<file path="src/rtl/rom_port_arbiter.sv">
// rom_port_arbiter: shares the instruction-ROM port between the fetch side and
// the data side. One address phase is granted per cycle. An in-order owner FIFO
// routes each response back to the master that issued it. Fetch responses that
// are outstanding at a redirect are marked as killed and are then dropped.
module rom_port_arbiter #(
    parameter int DATA_W     = 32,
    parameter int DEPTH      = 2,
    parameter int STARVE_MAX = 4
) (
    input  logic              clk,
    input  logic              rst,
    input  logic              f_req,
    input  logic [DATA_W-1:0] f_addr,
    output logic              f_addr_ok,
    output logic              f_data_ok,
    output logic [DATA_W-1:0] f_rdata,
    input  logic              f_cancel,
    input  logic              d_req,
    input  logic              d_we,
    input  logic [3:0]        d_wstrb,
    input  logic [DATA_W-1:0] d_addr,
    input  logic [DATA_W-1:0] d_wdata,
    output logic              d_addr_ok,
    output logic              d_data_ok,
    output logic [DATA_W-1:0] d_rdata,
    output logic              rom_req,
    output logic              rom_we,
    output logic [3:0]        rom_wstrb,
    output logic [DATA_W-1:0] rom_addr,
    output logic [DATA_W-1:0] rom_wdata,
    input  logic              rom_addr_ok,
    input  logic              rom_data_ok,
    input  logic [DATA_W-1:0] rom_rdata
);

    localparam int PTR_W = (DEPTH > 1) ? $clog2(DEPTH) : 1;
    localparam int CNT_W = PTR_W + 1;
    localparam int ST_W  = $clog2(STARVE_MAX + 1);
    localparam logic [CNT_W-1:0] DEPTH_C  = CNT_W'(DEPTH);
    localparam logic [ST_W-1:0]  ST_MAX_C = ST_W'(STARVE_MAX);

    // Owner FIFO slots: own_f=1 marks a fetch entry, kill marks a dropped fetch.
    logic [DEPTH-1:0] own_f;
    logic [DEPTH-1:0] kill;
    logic [PTR_W-1:0] head;
    logic [PTR_W-1:0] tail;
    logic [CNT_W-1:0] count;
    logic [ST_W-1:0]  starve_cnt;

    logic space;
    logic f_win;
    logic accept;
    logic pop;

    // Address phase: pick the winner and drive the ROM request.
    // A free slot also exists when the head retires in this same cycle.
    always_comb begin
        space     = (count < DEPTH_C) || rom_data_ok;
        f_win     = f_req && (!d_req || (starve_cnt == ST_MAX_C));
        rom_req   = (f_req || d_req) && space;
        accept    = rom_req && rom_addr_ok;
        f_addr_ok = accept && f_win;
        d_addr_ok = accept && !f_win;
        rom_addr  = f_win ? f_addr : d_addr;
        rom_we    = !f_win && d_we;
        rom_wstrb = f_win ? 4'b0000 : d_wstrb;
        rom_wdata = f_win ? '0 : d_wdata;
    end

    // Response phase: retire the FIFO head and steer data_ok to its owner.
    // A cancel in the same cycle also drops the fetch response that is popped.
    always_comb begin
        pop       = rom_data_ok && (count != '0);
        f_data_ok = pop && own_f[head] && !kill[head] && !f_cancel;
        d_data_ok = pop && !own_f[head];
        f_rdata   = rom_rdata;
        d_rdata   = rom_rdata;
    end

    // Owner FIFO bookkeeping: pointers, occupancy, owner and kill bits.
    always_ff @(posedge clk) begin
        if (rst) begin
            head  <= '0;
            tail  <= '0;
            count <= '0;
            own_f <= '0;
            kill  <= '0;
        end else begin
            if (pop)
                head <= head + 1'b1;
            if (accept)
                tail <= tail + 1'b1;
            count <= count + CNT_W'(accept) - CNT_W'(pop);
            if (f_cancel)
                kill <= kill | own_f;
            if (accept) begin
                own_f[tail] <= f_win;
                kill[tail]  <= f_win && f_cancel;
            end
        end
    end

    // Starvation counter: counts data-side wins while fetch is kept waiting.
    always_ff @(posedge clk) begin
        if (rst)
            starve_cnt <= '0;
        else if (!f_req || f_addr_ok)
            starve_cnt <= '0;
        else if (d_addr_ok && (starve_cnt != ST_MAX_C))
            starve_cnt <= starve_cnt + 1'b1;
    end

endmodule

</file>
<file path="config.mk">
export PLATFORM = sky130hd
export DESIGN_NAME = rom_port_arbiter
export DESIGN_NICKNAME = d
export VERILOG_FILES = /design/src/rtl/rom_port_arbiter.sv
export SDC_FILE = /design/constraint.sdc
export NUM_CORES = 1
export LEC_CHECK = 0
export ABC_AREA = 1
export BUFFER_PORTS_ARGS = -buffer_cell sky130_fd_sc_hd__buf_4
export CORE_AREA = 2 2 108 110
export CTS_CLUSTER_DIAMETER = 40
export DETAILED_ROUTE_END_ITERATION = 12
export DIE_AREA = 0 0 110 112
export PLACE_DENSITY_LB_ADDON = 0.05
export SYNTH_ARGS = -nofsm -noshare
export SYNTH_HDL_FRONTEND = slang
export SYNTH_SLANG_ARGS = --single-unit
</file>
<file path="constraint.sdc">
create_clock -name clk -period 1.65 [get_ports clk]
set_input_delay 0.165 -clock clk [delete_from_list [all_inputs] [get_ports clk]]
set_output_delay 0.165 -clock clk [all_outputs]
set_load 0.02 [all_outputs]
</file>
==> results of run 1 <==
[power groups by stage]
stage / Clock (mW) / Combinational [mW] / Sequential [mW]
after CTS: 0.459 / 1.28 / 0.340
after global placement: 0 / 1.02 / 0.345
after detailed placement: 0 / 1.01 / 0.344
final: 0.447 / 1.33 / 0.345
after floorplan: 0 / 0.734 / 0.337
after global routing: 0.474 / 1.45 / 0.352
[cell type report]
cell class	instances	area (sq um)	share of cell area
flip-flops and latches	11	223	0.0561
clock buffers	3	75.1	0.0189
repair buffers	212	2050	0.515
clock inverters	1	5.00	0.00126
multi-input cells	196	1200	0.302
inverters	63	244	0.0615
well taps	143	179	0.0451
[Yosys cell counts]
master    instances
nor3_1            1
buf_2             8
dfxtp_1          11
nand3_1           1
nand2_2           2
nand2_1         116
clkinv_2          1
nor2_4            1
a21oi_1           7
nand4_1           2
buf_4            65
nor2_1           46
inv_1            62
buf_6             2
ha_1              4
o21ai_0           9
nor2_2            4
xnor2_1           1
nand3_2           2
[worst max path at each step]
stage | startpoint | end | slack (ns) | cells after the start
2_1_floorplan | count[0] | count[1] | 0.05 | 8
3_3_place_gp | starve_cnt[0] | rom_addr[13] | 0.07 | 10
3_5_place_dp | count[0] | count[1] | 0.05 | 8
4_1_cts | starve_cnt[1] | rom_wdata[27] | -0.15 | 10
5_1_grt | starve_cnt[0] | rom_addr[14] | -0.20 | 11
6_report | starve_cnt[0] | rom_addr[11] | -0.14 | 11
[registers in the layout, summed over array words and instances (netlist names)]
name and cells:
starve_cnt 3, head 1, tail 1, own_f 2
kill 2, count 2
[worst register-to-register path: stages (launching register included)]
cell     delay (ns)
dfxtp_2        0.33
inv_2          0.05
ha_4           0.15
nand2_2        0.07
nand2_2        0.07
nand2_4        0.10
buf_12         0.14
buf_12         0.13
nor2_4         0.04
buf_4          0.12
nor2_2         0.09
inv_1          0.08
a21oi_2        0.11
[cells by family (layout without fill, tap and decap cells)]
| group | after synthesis | count (layout) | share of synthesized area |
|---|---|---|---|
| XOR/XNOR | 1 | 1 | 0.00474 |
| buffers and inverters | 138 | 279 | 0.427 |
| AND/OR/NAND/NOR | 175 | 175 | 0.379 |
| AO/OA/AOI/OAI | 16 | 16 | 0.0434 |
| flip-flops | 11 | 11 | 0.119 |
| adder cells (fa/ha/maj) | 4 | 4 | 0.0271 |
[metrics by stage]
step	util	area (sq um)
finish	0.355	3970
global route	0.355	3970
CTS	0.337	3760
detailed placement	0.260	2900
global placement	0.260	2900
floorplan	-	1850
[what timing repair did]
item / in CTS / in global routing
cloned: 10 / 0
buffers inserted: 13 / 7
resized for setup: 120 / 72
pin swaps: 11 / 12
setup endpoints to repair: 71 / 74
[routing by layer]
metal  track usage  wire length (um)  vias up
met3        0.0410               880       14
met5             0                 0        -
li1              -                 -     1213
met4        0.0219               112        0
met1         0.136              2850     1066
met2         0.241              4440      140
==> reports/results.txt, run 1 <==
most used cell, CP: nand2_2
CTS Hold Bufs: 0
fillers: 1232
Area contributors post-synth: buf_4 26%, nand2_1 24%, inv_1 13%
Worst path slowest cell: dfxtp_2
Chip Height: 112 um
max capacitance violation total: 0
Tightest Pin Transition: 0.223 ns
Data arrival, critical path: 1.62 ns
failing checks: negative setup slack
CTS tree: done
Register-to-Register Setup Slack: 0.10 ns
Nets: 631
area leader, netlist: buf_4
starting density of the core: 0.165
placed wire-length estimate: 5.65 mm
Crit path buffers/inverters: 5
share of cells above drive strength 1: 0.630
global-route usage over all layers: 0.127
Core Rows: 39
antenna violations before repair: 0
Synth cell types: 19
sequential area share after synthesis: 0.119
placed insts: 600
crit-path max cell delay: 0.32 ns
Hold WC Path Type: input port to register
port buffer count: 181
final setup violation count: 70
antenna violation net count after detailed routing: 0
number of synthesis warnings: 0
DIE AREA: 12300 sq um
Fin Setup TNS: -6.49 ns
most frequent cells in the layout: 140 x buf_4, 66 x nand2_1, 60 x inv_1
CP Cell Sequence: inv_2 > ha_4 > nand2_2 > nand2_2 > nand2_4 > buf_12 > buf_8 > buf_16 > nand2_2 > nand2_2 > buf_6
root buf cell: clkbuf_16
Hold Crit Depth: 2
RSZ-0062 raised after global routing: yes
worst hold path endpoint: own_f[0]
htree depth: 1
Syn Inst Count: 345
Yosys reg bits: 11
Post-Syn Area: 1850 sq um
Final Non-Filler Cells: 629
pwr/cell area: 534 nW/um^2
Slew Limit Fails: 0
Vias: 2433
GR Overflow Total: 0
worst reg2reg path startpoint: starve_cnt[0]
power share of the combinational group: 0.626
Startpoint Class: register
Worst Slack Setup Final: -0.138 ns
first-pass detailed-route iteration total: 4
RR Endpoint: starve_cnt[0]
Tot Pwr: 2.12 mW
CP delay by family, top: buffers and inverters
worst slack, placed: 0.0495 ns
final hold slack: 0.123 ns
Clock Latency Late Sink: 0.24 ns
peak supply drop: 372 uV
Worst Path Required: 1.48 ns
Die Wd: 110 um
CP Class: register to output pin
clk sinks: 11
Synth top area share: 0.264
Area Overhead vs Synth: 115%
switch share: 0.376
Slew headroom: 0.851
clock buffer depth: 2
largest net degree at the start of global routing: 27
Syn Nets: 489
DRT iter0 DRCs: 58
Final min period: 1.79 ns
vias in the first global route: 2401
first-pass GRT wire length: 12.2 mm
Pint: 1.32 mW
Mean Syn Cell Area: 5.35 sq um
status: finished, violations left
Final Hold Viols: 0
gp weighted congestion: 0.729
clock group share of total power: 0.211
Core Area: 11200 sq um
I/O pins: 278
Hold Crit Start: rst
Worst setup EP type: output pin
Leakage: 2.20 nW
Setup Skew: 0.00538 ns
Fmax achieved: 559 MHz
clk slew on worst S/H paths: 0.05 ns
Reg power frac: 0.163
drt via density: 3.87
overall routed net length: 8.28 mm
critical path peak fanout: 5
switching power: 796 uW
CTS Buf Count: 3
most common cell after layout, fill and taps aside: buf_4
fin crit share: 1.08
DRC: 0
per-cell routed wire length: 13.2 um
Reg2Reg Depth: 12
n_diodes: 0
No activity file was read; power rests on OpenSTA's default activity.
==> run 2, diff against run 1 <==
--- a/config.mk
+++ b/config.mk
@@ -12,6 +12,7 @@
 export DETAILED_ROUTE_END_ITERATION = 12
 export DIE_AREA = 0 0 110 112
 export PLACE_DENSITY_LB_ADDON = 0.05
+export SETUP_SLACK_MARGIN = 0.3
 export SYNTH_ARGS = -nofsm -noshare
 export SYNTH_HDL_FRONTEND = slang
 export SYNTH_SLANG_ARGS = --single-unit
==> reports/results.txt, run 2 (synthesized netlist as in run 1, its figures left out) <==
Vias: 2326 (was 2433)
first-pass detailed-route iteration total: 4 (unchanged)
design area: 3860 sq um (was 3970 sq um)
per-cell routed wire length: 12.1 um (was 13.2 um)
DRC: 0 (unchanged)
clk slew on worst S/H paths: 0.04 ns (was 0.05 ns)
n_diodes: 0 (unchanged)
post-layout utilization of the core: 0.346 (was 0.355)
max capacitance violation total: 0 (unchanged)
failing checks: negative setup slack (unchanged)
CP Class: register to output pin (unchanged)
CTS Buf Count: 3 (unchanged)
Worst Slack Setup Final: -0.0406 ns (was -0.138 ns)
status: finished, violations left (unchanged)
Data arrival, critical path: 1.53 ns (was 1.62 ns)
Worst Path Required: 1.48 ns (about the same)
crit-path max cell delay: 0.32 ns (about the same)
global-route usage over all layers: 0.114 (was 0.127)
Fmax achieved: 592 MHz (was 559 MHz)
fin crit share: 1.02 (was 1.08)
clk sinks: 11 (unchanged)
I/O pins: 278 (unchanged)
Area Overhead vs Synth: 109% (was 115%)
Nets: 626 (was 631)
CP Launch Point: starve_cnt[0] (unchanged)
drt via density: 3.73 (was 3.87)
port buffer count: 181 (unchanged)
CTS Hold Bufs: 0 (unchanged)
Core Area: 11200 sq um (unchanged)
vias in the first global route: 2222 (was 2401)
gp weighted congestion: 0.728 (was 0.729)
Hold WC Path Type: input port to register (unchanged)
placed wire-length estimate: 6.11 mm (was 5.65 mm)
root buf cell: clkbuf_16 (unchanged)
Clock Latency Late Sink: 0.24 ns (about the same)
overall routed net length: 7.58 mm (was 8.28 mm)
Hold Crit Depth: 2 (unchanged)
Fin Setup TNS: -1.46 ns (was -6.49 ns)
critical path peak fanout: 23 (was 5)
antenna violation net count after detailed routing: 0 (unchanged)
Largest Register: starve_cnt (unchanged)
most used cell, CP: nand2_4 (was nand2_2)
worst reg2reg path startpoint: starve_cnt[0] (unchanged)
Worst setup EP type: output pin (unchanged)
fillers: 1204 (was 1232)
GR Overflow Total: 0 (unchanged)
Largest register FFs: 3 (unchanged)
final setup violation count: 59 (was 70)
antenna violations before repair: 0 (unchanged)
CTS tree: done (unchanged)
Hold Crit Start: rst (unchanged)
Final min period: 1.69 ns (was 1.79 ns)
pwr/cell area: 555 nW/um^2 (was 534 nW/um^2)
Slew headroom: 0.816 (was 0.851)
Core Rows: 39 (unchanged)
largest net degree at the start of global routing: 26 (was 27)
first-pass GRT wire length: 11.1 mm (was 12.2 mm)
most common cell after layout, fill and taps aside: buf_4 (unchanged)
Die Wd: 110 um (unchanged)
htree depth: 1 (unchanged)
most frequent cells in the layout: 175 x buf_4, 67 x nand2_1, 57 x inv_1 (was 140 x buf_4, 66 x nand2_1, 60 x inv_1)
worst slack, placed: 0.0979 ns (was 0.0495 ns)
share of cells above drive strength 1: 0.680 (was 0.630)
DIE AREA: 12300 sq um (unchanged)
Tightest Pin Transition: 0.276 ns (was 0.223 ns)
starting density of the core: 0.165 (unchanged)
peak supply drop: 455 uV (was 372 uV)
CP Cell Sequence: inv_2 > ha_4 > nand2_4 > nand2_4 > nand2_8 > clkinv_8 > buf_12 > nor2_4 > buf_4 (was inv_2 > ha_4 > nand2_2 > nand2_2 > nand2_4 > buf_12 > buf_8 > buf_16 > nand2_2 > nand2_2 > buf_6)
Final Hold Viols: 0 (unchanged)
clock buffer depth: 2 (unchanged)
Worst path slowest cell: dfxtp_2 (unchanged)
Setup Skew: 0.00292 ns (was 0.00538 ns)
placed inst area: 3420 sq um (was 2900 sq um)
RSZ-0062 raised after global routing: yes (unchanged)
Slew Limit Fails: 0 (unchanged)
Leakage: 2.04 nW (was 2.20 nW)
Chip Height: 112 um (unchanged)
Reg2Reg Depth: 12 (unchanged)
DRT iter0 DRCs: 55 (was 58)
Startpoint Class: register (unchanged)
## run 2: worst max-delay path, delay by kind of cell, from the launching register on
kind                       cells  cell delay (ns)
DFF                            1             0.32
buffers and inverters          4             0.58
adders and majority gates      1             0.14
and+or+nand+nor                4             0.23
## run 2: area by class of cell
class / count / area, sq um / area share
Clock buffer: 4 / 78.8 / 0.0204
Tap cell: 143 / 179 / 0.0463
Sequential cell: 11 / 234 / 0.0605
Inverter: 63 / 249 / 0.0644
Multi-Input combinational cell: 196 / 1360 / 0.351
Timing Repair Buffer: 207 / 1770 / 0.457
## run 2: stage by stage
step / instances / power, mW / hold WS [ns]
6_report: 624 / 2.15 / 0.118
5_1_grt: 624 / 2.30 / 0.134
4_1_cts: 623 / 2.16 / 0.111
3_5_place_dp: 607 / 1.58 / 0.330
3_3_place_gp: 607 / 1.57 / 0.330
2_1_floorplan: 345 / 1.30 / 0.234
## run 2: timing repair
action                     in CTS  in global routing
setup endpoints to repair      78                 79
gates resized for setup        42                 23
pin swaps                       9                  7
setup buffers                   9                  1
cloned                          3                  0
hold endpoints to repair        0                  0
## run 2: final timing paths
| kind | endpoint | slack, ns |
|---|---|---|
| worst max-delay path | rom_wdata[10] | -0.04 |
| worst max register to register | starve_cnt[1] | 0.15 |
| worst min register to register | own_f[0] | 0.46 |
| worst min-delay path | count[0] | 0.12 |
## run 2: routing by layer
layer  vias up  share of wire  GRT usage
li1       1201              -          -
met3        16          0.090     0.0293
met4         0          0.012     0.0304
met2       105           0.57      0.225
met5         -              0          0
met1      1004           0.32      0.114
## run 2: power by group
part / leakage (nW) / internal, mW / switching [mW] / total (mW)
Clock: 0.0382 / 0.325 / 0.121 / 0.445
Combinational: 1.90 / 0.676 / 0.652 / 1.33
Sequential: 0.0935 / 0.329 / 0.0442 / 0.373
